**config.mk**
```make
export PLATFORM = sky130hd
export DESIGN_NAME = mem_port_arbiter
export DESIGN_NICKNAME = d
export VERILOG_FILES = /design/src/rtl/mem_port_arbiter.sv
export SDC_FILE = /design/constraint.sdc
export NUM_CORES = 1
export LEC_CHECK = 0
export CAP_MARGIN = 30
export CORE_MARGIN = 2
export CORE_UTILIZATION = 35
export CTS_CLUSTER_DIAMETER = 120
export CTS_CLUSTER_SIZE = 14
export DETAILED_ROUTE_END_ITERATION = 12
export PLACE_DENSITY = 0.91
export SLEW_MARGIN = 20
export SYNTH_ARGS = -nofsm -noshare
export SYNTH_HDL_FRONTEND = slang
export SYNTH_SLANG_ARGS = --single-unit
```
**constraint.sdc**
```tcl
create_clock -name clk -period 2.16 [get_ports clk]
set_clock_uncertainty 0.05 [all_clocks]
set_input_delay 0.216 -clock clk [delete_from_list [all_inputs] [get_ports clk]]
set_output_delay 0.216 -clock clk [all_outputs]
set_load 0.05 [all_outputs]
```
**src/rtl/mem_port_arbiter.sv**
```systemverilog
// rtl/mem_port_arbiter.sv - instruction-fetch / data arbiter for a single shared memory port
// Data wins contention until STARVE_MAX consecutive data grants have passed a waiting fetch.
module mem_port_arbiter #(
    parameter int ADDR_W     = 12,
    parameter int STARVE_MAX = 4
) (
    input  logic              clk,
    input  logic              rst,
    input  logic              if_req,
    input  logic [ADDR_W-1:0] if_addr,
    output logic [31:0]       if_rdata,
    output logic              if_valid,
    output logic              if_stall,
    input  logic              d_req,
    input  logic              d_we,
    input  logic [ADDR_W-1:0] d_addr,
    input  logic [31:0]       d_wdata,
    input  logic [2:0]        d_func3,
    output logic [31:0]       d_rdata,
    output logic              d_valid,
    output logic              d_stall,
    output logic              mem_req,
    output logic              mem_we,
    output logic [ADDR_W-1:0] mem_addr,
    output logic [31:0]       mem_wdata,
    output logic [2:0]        mem_func3,
    input  logic [31:0]       mem_rdata,
    input  logic              mem_ready
);
    typedef enum logic [1:0] {
        IDLE  = 2'd0,
        FETCH = 2'd1,
        DATA  = 2'd2
    } state_t;

    localparam logic [3:0] STARVE_LIM = 4'(STARVE_MAX);

    state_t            r_state;
    logic [3:0]        r_starve_cnt;
    logic [ADDR_W-1:0] r_mem_addr;
    logic [31:0]       r_mem_wdata;
    logic [2:0]        r_mem_func3;
    logic              r_mem_we;
    logic              w_data_grant;
    logic              w_fetch_grant;

    assign w_data_grant  = d_req && (!if_req || (r_starve_cnt < STARVE_LIM));
    assign w_fetch_grant = if_req && !w_data_grant;

    always_ff @(posedge clk or posedge rst) begin
        if (rst) begin
            r_state      <= IDLE;
            r_starve_cnt <= 4'd0;
            r_mem_addr   <= '0;
            r_mem_wdata  <= 32'd0;
            r_mem_func3  <= 3'd0;
            r_mem_we     <= 1'b0;
        end else begin
            case (r_state)
                IDLE: begin
                    if (w_data_grant) begin
                        r_state     <= DATA;
                        r_mem_addr  <= d_addr;
                        r_mem_wdata <= d_wdata;
                        r_mem_func3 <= d_func3;
                        r_mem_we    <= d_we;
                        // Only data grants that overtake a waiting fetch count toward starvation
                        if (if_req && (r_starve_cnt < STARVE_LIM))
                            r_starve_cnt <= r_starve_cnt + 4'd1;
                    end else if (w_fetch_grant) begin
                        r_state      <= FETCH;
                        r_mem_addr   <= if_addr;
                        r_mem_func3  <= 3'b010;
                        r_mem_we     <= 1'b0;
                        r_starve_cnt <= 4'd0;
                    end
                end
                FETCH, DATA: begin
                    if (mem_ready)
                        r_state <= IDLE;
                end
                default: r_state <= IDLE;
            endcase
        end
    end

    assign mem_req   = (r_state != IDLE);
    assign mem_we    = r_mem_we;
    assign mem_addr  = r_mem_addr;
    assign mem_wdata = r_mem_wdata;
    assign mem_func3 = r_mem_func3;

    assign if_valid  = (r_state == FETCH) && mem_ready;
    assign d_valid   = (r_state == DATA) && mem_ready;
    assign if_rdata  = mem_rdata;
    assign d_rdata   = mem_rdata;
    assign if_stall  = if_req && !if_valid;
    assign d_stall   = d_req && !d_valid;
endmodule

```
==> results of run 1 <==
## Yosys cell counts (all sizes together)
cell    number  area [sq um]
mux2i        1          10.0
nand3        1          17.5
nand2       36           135
dfrtp       54          1350
clkbuf       1          3.75
buf         75           557
o21a         1          7.51
mux2        33           480
nor2         2          7.51
nand4       13          81.3
o211ai      12          90.1
ha           4          50.1
nor2b        2          12.5
o32a         1          10.0
and2         4          25.0
o21ai        8          55.1
inv          6          22.5
a21oi        2          10.0
## cells by family after synthesis
kind of cell | after synthesis | share of synthesized area
flops | 54 | 0.462
compound gates | 24 | 0.0590
buf+inv | 82 | 0.199
fa+ha+maj | 4 | 0.0171
mux | 34 | 0.168
simple gates | 58 | 0.0953
## worst reg2reg max path: cells and delay by family (launching register included)
family        cells  cell delay, ns
buf+inv           3            0.59
flops             1            0.40
mux               1            0.38
fa+ha+maj         1            0.26
simple gates      1            0.07
## report_power, final
part	total [mW]	leakage (nW)	internal [mW]	switching, mW
Clock	0.655	0.0514	0.346	0.309
Sequential	1.78	0.649	1.50	0.283
Combinational	4.08	0.986	1.59	2.49
## metrics by stage
step / hold slack [ns] / setup WS, ns / area [sq um]
after CTS: 0.264 / 0.282 / 3860
final: 0.254 / 0.283 / 3860
after global routing: 0.288 / 0.168 / 3860
after floorplan: 0.302 / 0.236 / 2930
after global placement: 0.383 / 0.299 / 3750
after detailed placement: 0.383 / 0.241 / 3750
## flip-flops by register name, summed over array words and instances, names as in the netlist
register,cells
mem_we,1
r_state,2
mem_func3,3
mem_wdata,32
r_starve_cnt,4
mem_addr,12
## metal layers
metal / global-route usage / wire length, um / up-vias
li1: - / - / 904
met1: 0.155 / 2440 / 937
met2: 0.225 / 3000 / 107
met3: 0.0387 / 663 / 30
met4: 0.0667 / 201 / 0
met5: 0 / 0 / -
## final cells by class
| class | instances | area (sq um) |
|---|---|---|
| Clock inverter | 2 | 37.5 |
| Multi-Input combinational cell | 120 | 992 |
| Tap cell | 105 | 131 |
| Clock buffer | 6 | 72.6 |
| Timing Repair Buffer | 124 | 1250 |
| Inverter | 6 | 22.5 |
| Fill cell | 736 | 4320 |
| Sequential cell | 54 | 1350 |
## worst max-delay path by stage
stage	to	slack, ns	cells after the start
3_5_place_dp	mem_addr[4]	0.24	4
6_report	mem_wdata[22]	0.28	6
5_1_grt	mem_wdata[22]	0.17	6
2_1_floorplan	d_stall	0.24	4
3_3_place_gp	mem_addr[6]	0.30	4
4_1_cts	mem_wdata[22]	0.28	6
==> flow_summary.json, run 1 <==
{
  "yosys_register_bits": 54,
  "ir_worst_vdd_v": 0.000933,
  "slowest_stage": "dfrtp_1",
  "viasPerCell": 4.74,
  "synth_cell_types": 23,
  "arrival_ns": 2.01,
  "syn_inst": 256,
  "rr_worst_depth": 6,
  "grt_pass1_vias": 1956,
  "start_util": 0.358,
  "syn_to_final_growth_pct": 31.8,
  "placementRows": 33,
  "final_nets": 412,
  "finalSetupTns_ns": 0,
  "period_needed_ns": 1.88,
  "fin_cells": 417,
  "slew-limit-headroom": 0.567,
  "syn_nets": 357,
  "wirelength_mm": 6.30,
  "layout_commonest_cell": "clkdlybuf4s50_1",
  "io_pins": 214,
  "worstPathMaxFanout": 17,
  "final-hold-violation-count": 0,
  "hold_path.class": "input pin to asynchronous set/reset pin",
  "power_mw": 6.52,
  "required_ns": 2.29,
  "crit_path_max_incr_delay_ns": 0.40,
  "power_leakage_nw": 1.69,
  "yosysWarnings": 0,
  "gp_congestion": 0.773,
  "clkTransAtPathRegs_ns": 0.10,
  "final_cell_mix": "112 x clkdlybuf4s50_1, 54 x dfrtp_1, 36 x nand2_1",
  "worstPathCellList": "inv_1, ha_1, buf_4, nand3_4, buf_4, mux2_2",
  "clockRootBuffer": "clkbuf_8",
  "crit_start": "r_state[0]",
  "antenna_left": 0,
  "cts_tree": "built",
  "avgRoutedWirePerCell_um": 15.1,
  "cts_setup_buffers": 0,
  "first_pass_iters": 4,
  "numCtsBuffers": 5,
  "r2r_slack_ns": 0.28,
  "seq_area_frac_synth": 0.462,
  "worstSetupPathType": "register to register",
  "cts_max_level": 2,
  "outcome": "completed",
  "fp.dieW_um": 95.4,
  "max_freq_mhz": 533,
  "grtUsageTotal": 0.134,
  "setup_violations": 0,
  "syn_area_sq_um": 2930,
  "antenna_found_initial": 0,
  "dpl.hpwl_mm": 4.80,
  "drc": 0,
  "worst-slew-pin-transition_ns": 0.650,
  "crit_family": "buffers and inverters",
  "regToRegEndpoint": "mem_wdata[22]",
  "diodes": 0,
  "utilization": 0.472,
  "p_per_area_nw_per_um2": 1690,
  "grt_max_degree": 31,
  "r2r_start": "r_state[0]",
  "clock_path_buffers": 2,
  "dieArea_sq_um": 9110,
  "coreArea_sq_um": 8180,
  "crit_buf_inv": 3,
  "die_y_um": 95.4,
  "crit_path_frequent_cell": "buf_4",
  "dpl.cell_count": 409,
  "min_period_over_period": 0.869,
  "overflow": 0,
  "rsz0062_at_grt": "no",
  "drive_gt1_frac": 0.179,
  "placement.io_buffers": 117,
  "clk_latency_ns": 0.30,
  "cp-start-kind": "register",
  "grt_pass1_wl_mm": 9.44,
  "cts.sinks": 54,
  "endpoint_kind": "register",
  "hold_buffers": 0,
  "drv_slew": 0,
  "first_iter_violations": 54,
  "avgSynthCellArea_sq_um": 11.4,
  "ctsResizeCount": 0,
  "routed-via-count": 1978,
  "maxCapViolCount": 0
}
(Power assumes the default switching activity.)
==> run 2: changes to the inputs <==
Settings changed: PLACE_DENSITY 0.91 to 0.82, TNS_END_PERCENT set to 10.
==> run 2 against run 1 <==
  * Power shrank 1.1%
  * First-iteration DRC count shrank 35%
  * Core utilization is essentially flat
  * Critical path type unchanged
  * Largest cell class unchanged
==> flow_summary.json, run 2 (synthesis gave the netlist of run 1 again) <==
{
  "avgRoutedWirePerCell_um": 15.6,
  "placementRows": 33,
  "endpoint_kind": "register",
  "grt_pass1_wl_mm": 10.1,
  "grt_max_degree": 35,
  "dp_slack_ns": 0.228,
  "cts.sinks": 54,
  "setup_violations": 0,
  "arrival_ns": 1.96,
  "clock_path_buffers": 2,
  "min_period_over_period": 0.841,
  "postLayoutSetupSlackWorst_ns": 0.344,
  "placement.io_buffers": 117,
  "p_per_area_nw_per_um2": 1670,
  "use_met1": 0.169,
  "rr_worst_depth": 6,
  "power_leakage_nw": 1.69,
  "viasPerCell": 4.74,
  "slew-limit-headroom": 0.558,
  "coreArea_sq_um": 8180,
  "regToRegEndpoint": "mem_wdata[23]",
  "layout_commonest_cell": "clkdlybuf4s50_1",
  "wirelength_mm": 6.51,
  "power_mw": 6.45,
  "final_nets": 413,
  "busiest_layer": "met2",
  "worstSetupPathType": "register to register",
  "fp.dieW_um": 95.4,
  "final_cell_mix": "112 x clkdlybuf4s50_1, 54 x dfrtp_1, 36 x nand2_1",
  "overflow": 0,
  "grtUsageMet3": 0.0348,
  "r2r_start": "r_state[0]",
  "drv_slew": 0,
  "drc": 0,
  "cts_max_level": 2,
  "crit_start": "r_state[0]",
  "dieArea_sq_um": 9110,
  "hold_buffers": 0,
  "worst-slew-pin-transition_ns": 0.663,
  "routed-via-count": 1982,
  "final-hold-violation-count": 0,
  "numCtsBuffers": 5,
  "required_ns": 2.30,
  "utilization": 0.471,
  "cts_tree": "built",
  "grtUsageTotal": 0.142,
  "worstPathMaxFanout": 34,
  "ctsResizeCount": 0,
  "hold_path.class": "input pin to asynchronous set/reset pin",
  "outcome": "completed",
  "met2_usage": 0.249,
  "antenna_left": 0,
  "first_pass_iters": 4,
  "clockRootBuffer": "clkbuf_8",
  "ir_worst_vdd_v": 0.000711,
  "dpl.hpwl_mm": 4.82,
  "first_iter_violations": 35,
  "cp-start-kind": "register",
  "maxCapViolCount": 0,
  "clk_latency_ns": 0.30,
  "io_pins": 214,
  "syn_to_final_growth_pct": 31.6,
  "die_y_um": 95.4,
  "clkTransAtPathRegs_ns": 0.10,
  "gp_congestion": 0.736,
  "drive_gt1_frac": 0.182,
  "r2r_slack_ns": 0.34,
  "diodes": 0,
  "rsz0062_at_grt": "no",
  "max_freq_mhz": 551,
  "cts_setup_buffers": 0,
  "finalSetupTns_ns": 0,
  "grt_pass1_vias": 2087,
  "period_needed_ns": 1.82,
  "start_util": 0.358,
  "largest_reg_flops": 32,
  "antenna_found_initial": 0
}
## run 2: cell types whose count changed in the layout (fill, tap and decap cells not counted)
cell,delta
buf_12,+1
bufinv_16,-1
clkinv_2,+1
clkinv_4,+1
clkinvlp_4,-1
## run 2: worst max-delay path by stage
stage          slack, ns            end
4_1_cts             0.32  mem_wdata[23]
5_1_grt             0.25  mem_wdata[22]
3_5_place_dp        0.23   mem_func3[0]
6_report            0.34  mem_wdata[23]
3_3_place_gp        0.31   mem_func3[1]
2_1_floorplan       0.24        d_stall
## run 2: worst max-delay path, cell delays in order, from the launching register on
cell     delay [ns]
dfrtp_1        0.38
inv_1          0.08
ha_1           0.27
buf_4          0.22
nand3_4        0.08
buf_12         0.26
mux2_2         0.37
## run 2: per-layer routing
layer / wire length, um / vias up
met5: 0 / -
met4: 129 / 0
met3: 627 / 28
met2: 3210 / 100
met1: 2540 / 951
li1: - / 903
## run 2: final cells by class
| class | count | area [sq um] |
|---|---|---|
| multi-input cells | 120 | 992 |
| clock buffers | 6 | 72.6 |
| fillers | 750 | 4320 |
| repair buffers | 125 | 1270 |
| inverters | 6 | 22.5 |
| clock inverters | 2 | 13.8 |
| well taps | 105 | 131 |
| flip-flops and latches | 54 | 1350 |
## run 2: metrics by stage
stage | hold WS [ns] | cell area, sq um | std cells
6_report | 0.242 | 3850 | 418
3_5_place_dp | 0.382 | 3770 | 410
2_1_floorplan | 0.302 | 2930 | 256
3_3_place_gp | 0.382 | 3770 | 410
5_1_grt | 0.304 | 3850 | 418
4_1_cts | 0.262 | 3850 | 418
## run 2: power by group
group / switching (mW) / internal [mW] / total, mW
logic: 2.50 / 1.60 / 4.10
registers: 0.290 / 1.50 / 1.79
clock network: 0.328 / 0.230 / 0.558
==> run 3: changes to the inputs <==
Settings changed: CORE_UTILIZATION 35 to 31, PLACE_DENSITY 0.82 to 0.77.
Clock period 2.16 ns to 1.55 ns, I/O delays scaled along.
==> run 3 against run 2 <==
  * The flow now finishes with violations (negative setup slack)
  * Critical path depth did not move
  * Sequential cell count did not move
  * Clock power rose by 72%
  * Critical endpoint is now d_stall
==> flow_summary.json, run 3 (synthesis gave the netlist of run 1 again) <==
{
  "outcome": "finished with violations",
  "violations": "negative setup slack",
  "numCtsBuffers": 5,
  "utilization": 0.435,
  "first_iter_violations": 48,
  "final_cell_mix": "64 x clkdlybuf4s50_1, 59 x buf_4, 54 x dfrtp_1",
  "clock_path_buffers": 2,
  "layout_commonest_cell": "clkdlybuf4s50_1",
  "required_ns": 1.34,
  "drive_gt1_frac": 0.393,
  "fillers": 868,
  "antenna_left": 0,
  "multi_input_area_sq_um": 1070,
  "io_pins": 214,
  "gp_congestion": 0.777,
  "postLayoutSetupSlackWorst_ns": -0.106,
  "fp.dieW_um": 101,
  "cp-start-kind": "register",
  "worst-slew-pin-transition_ns": 0.286,
  "diodes": 0,
  "max_freq_mhz": 604,
  "min_period_over_period": 1.07,
  "slew-limit-headroom": 0.810,
  "area.sequential_sq_um": 1350,
  "ir_worst_vdd_v": 0.000924,
  "die_y_um": 101,
  "drv_slew": 0,
  "final-hold-violation-count": 0,
  "dpl.hpwl_mm": 4.69,
  "routed-via-count": 2014,
  "grtUsageTotal": 0.125,
  "maxCapViolCount": 0,
  "grt_pass1_wl_mm": 10.1,
  "avgRoutedWirePerCell_um": 15.0,
  "finalSetupTns_ns": -0.225,
  "drc": 0,
  "placement.io_buffers": 117,
  "wirelength_mm": 6.49,
  "setup_violations": 4,
  "worstSetupPathType": "register to output pin",
  "clk_latency_ns": 0.30,
  "cts_tree": "built",
  "overflow": 0,
  "rsz0062_at_grt": "yes",
  "largest_reg_flops": 32,
  "coreArea_sq_um": 9200,
  "cts_max_level": 2,
  "antenna_found_initial": 0,
  "start_util": 0.318,
  "cts_setup_buffers": 0,
  "endpoint_kind": "output pin",
  "p_per_area_nw_per_um2": 2360,
  "placementRows": 35,
  "clkTransAtPathRegs_ns": 0.10,
  "grt_max_degree": 55,
  "period_needed_ns": 1.66,
  "power_leakage_nw": 1.86,
  "cts.sinks": 54,
  "hold_path.class": "input pin to asynchronous set/reset pin",
  "final_nets": 424,
  "syn_to_final_growth_pct": 36.8,
  "dieArea_sq_um": 10200,
  "first_pass_iters": 4,
  "viasPerCell": 4.64,
  "arrival_ns": 1.45,
  "grt_pass1_vias": 2054,
  "clockRootBuffer": "clkbuf_8",
  "worstPathMaxFanout": 2,
  "hold_buffers": 0
}
## run 3: final cells by class
class / instances / area share
Sequential cell: 54 / 0.338
Timing Repair Buffer: 136 / 0.327
Multi-Input combinational cell: 120 / 0.266
Tap cell: 111 / 0.0347
Clock buffer: 6 / 0.0206
Clock inverter: 1 / 0.00750
Inverter: 6 / 0.00656
## run 3: repair_timing
| item | 4_1_cts | 5_1_grt |
|---|---|---|
| pin swaps | 3 | 0 |
| endpoints found under the setup margin | 56 | 27 |
| gates resized for setup | 16 | 10 |
## run 3: where the power goes
part / switching [mW] / internal [mW]
Clock: 0.442 / 0.518
Sequential: 0.406 / 2.09
Combinational: 3.62 / 2.40
## run 3: through the flow
| stage | setup WS [ns] | cell area [sq um] | hold slack, ns | instances | power, mW |
|---|---|---|---|---|---|
| final | -0.106 | 4000 | 0.161 | 434 | 9.47 |
| after global routing | -0.168 | 4000 | 0.184 | 434 | 9.97 |
| after CTS | -0.107 | 3980 | 0.161 | 434 | 9.48 |
| after detailed placement | -0.232 | 3790 | 0.260 | 427 | 8.34 |
| after global placement | -0.180 | 3790 | 0.260 | 427 | 8.24 |
| after floorplan | -0.308 | 2940 | 0.241 | 256 | 6.86 |
## run 3: worst paths after layout
path | start | end | slack, ns | cells past startpoint
worst max-delay path | r_state[0] | d_stall | -0.11 | 6
worst min-delay path | rst | mem_wdata[16] | 0.16 | 3
worst max register to register | r_state[0] | r_state[0] | -0.01 | 5
worst min register to register | mem_func3[0] | mem_func3[0] | 0.45 | 2
max in group asynchronous | rst | r_starve_cnt[1] | 1.05 | 3
min in group clk | mem_rdata[21] | if_rdata[21] | 0.26 | 0
## run 3: layer usage
metal | GRT usage | vias to the layer above | share of wire | routed length [um]
met4 | 0.0551 | 0 | 0.024 | 154
met1 | 0.144 | 948 | 0.39 | 2530
li1 | - | 930 | - | -
met2 | 0.213 | 109 | 0.49 | 3180
met5 | 0 | - | 0 | 0
met3 | 0.0373 | 27 | 0.096 | 626
## run 3: worst max-delay path, stage by stage, from the launching register on
cell and delay [ns]:
dfrtp_1 0.40, inv_2 0.07, buf_6 0.12, ha_4 0.14
and2_4 0.15, nor2b_4 0.12, buf_12 0.14
==> variant (flow settings as in run 3) <==
Re-encode `state_t` (3 states) as one-hot, 3 bits wide.
--- a/src/rtl/mem_port_arbiter.sv
+++ b/src/rtl/mem_port_arbiter.sv
@@ -27,10 +27,10 @@
     input  logic [31:0]       mem_rdata,
     input  logic              mem_ready
 );
-    typedef enum logic [1:0] {
-        IDLE  = 2'd0,
-        FETCH = 2'd1,
-        DATA  = 2'd2
+    typedef enum logic [2:0] {
+        IDLE  = 3'b001,
+        FETCH = 3'b010,
+        DATA  = 3'b100
     } state_t;
 
     localparam logic [3:0] STARVE_LIM = 4'(STARVE_MAX);
Check against the original RTL: same outputs for any inputs over 10 cycles, from zero or initial values and one cycle with rst high; not proved beyond that.
==> variant against run 3 <==
Synthesized area fell by 3.5%. Critical path depth fell by 1. Total power fell by 2.5%. Routed wire length rose by 3.5%. Setup slack got worse by 0.10 ns. Maximum frequency fell by 5.9%. Largest cell class unchanged. Core utilization rose by 0.42 points. Clock power rose by 12%. The run still ends with setup timing left. Critical path type is now reg -> reg. Sequential cell count rose by 1. Cell area fell by 3.8%. Non-clock buffer count rose by 2. Largest power group unchanged.
==> variant: results (changes against run 3) <==
INFO  metric multiplexer_share_of_the_synthesized_area = 12.8% (-4.0 points)
INFO  metric routed_via_density = 4.66 (+0.35%)
INFO  metric net_switching_fraction_of_the_power = 47.6% (+0.42 points)
INFO  metric finish.net_count = 420 (-0.94%)
INFO  metric fin_setup_tns = -6.79 ns (-6.57 ns)
INFO  metric grt_max_degree = 56 (+1.8%)
INFO  metric dp.final_hpwl = 5.13 mm (+9.4%)
INFO  metric initialDrtViolationCount = 62 (+29%)
INFO  metric hold_slack = 0.172 ns (+0.0107 ns)
INFO  metric synth_sequential_area_ratio = 48.8% (+2.6 points)
INFO  metric max_slew.worst_pin.slew = 0.291 ns (+0.00544 ns)
INFO  metric outcome = complete, but fails checks
INFO  metric path_max_fanout = 36 (+34)
INFO  metric detailroute.wirelength.met2 = 3.33 mm (+4.8%)
INFO  metric synth-adder-area-share = 0.443% (-1.3 points)
INFO  metric worst_ep_arrival_time = 1.90 ns (+0.45 ns)
INFO  metric routedLengthMet1 = 2.65 mm (+4.7%)
INFO  metric critPathSlowestCell = dfstp_2
INFO  metric grt_pass1_vias = 2114 (+2.9%)
INFO  metric wire_length_of_the_first_global_routing_pass = 10.6 mm (+4.2%)
INFO  metric synth.top_cells.by_area = dfrtp_1, buf_4, mux2_2
INFO  metric ir_worst_vdd = 0.000845 V (-8.6%)
INFO  metric post_dp_cell_area = 3700 um2 (-2.4%)
INFO  metric final_critical_path_setup_slack = -0.211 ns (-0.105 ns)
INFO  metric complex_gate_fraction_of_the_synthesized_area = 10.9% (+5.0 points)
INFO  metric max_stage_delay = 0.54 ns (+0.14 ns)
INFO  metric drive_above_1_share = 37.2% (-2.2 points)
INFO  metric p_leak = 0.00166 uW (-10%)
INFO  metric final-setup-viol-count = 41 (+37)
INFO  metric netlist_top_cells_count = buf_4, dfrtp_1, mux2_2
INFO  metric violations = setup timing
INFO  metric ys_types = 34 (+48%)
INFO  metric detailedRoute.firstPassIterationCount = 7 (+3)
## variant: path summary, 6_finish.rpt
kind,startpoint,depth (start not counted),end
setup / recovery,r_state[0],5,mem_wdata[18]
max in group asynchronous,rst,3,r_state[0]
min in group clk,mem_rdata[22],0,d_rdata[22]
setup reg to reg,r_state[0],5,mem_wdata[18]
hold / removal,rst,3,mem_wdata[31]
hold reg to reg,mem_wdata[17],1,mem_wdata[17]
## variant: what timing repair did
action / in CTS / in global routing
setup endpoints to repair: 53 / 55
pin swaps: 2 / 1
gates resized for setup: 4 / 3
## variant: power by group through the flow
stage               logic (uW)  clock network (uW)  registers [uW]
finish                    5610                1080            2530
global placement          5520                   0            2540
CTS                       5660                1130            2540
detailed placement        5620                   0            2570
floorplan                 1990                   0            4770
global route              5910                1190            2630
## variant: worst register-to-register path, delay by kind of cell (launching register included)
family | cells | cell delay [ns]
flops | 1 | 0.54
mux | 1 | 0.39
simple gates | 2 | 0.38
buf+inv | 2 | 0.29
## variant: cells by family after synthesis
logic type / count (synthesis)
fa+ha+maj: 1
mux: 32
buf+inv: 81
compound gates: 52
flops: 55
simple gates: 32
## variant: stage by stage
step	instances	setup WS (ns)
final	431	-0.211
after global routing	431	-0.309
after CTS	431	-0.231
after detailed placement	423	-0.288
after global placement	423	-0.206
after floorplan	253	-0.567
## variant: layout make-up
class                   count  area [um2]
well taps                 108         135
multi-input cells         117         906
clock buffers               6        72.6
flip-flops and latches     55        1380
inverters                   5        21.3
repair buffers            138        1280
clock inverters             2        60.1
fillers                   827        4910
## variant: per-layer routing
layer / GRT usage, % / vias up
li1: - / 956
met1: 16.4 / 941
met2: 22.8 / 87
met3: 3.79 / 23
met4: 5.90 / 0
met5: 0 / -
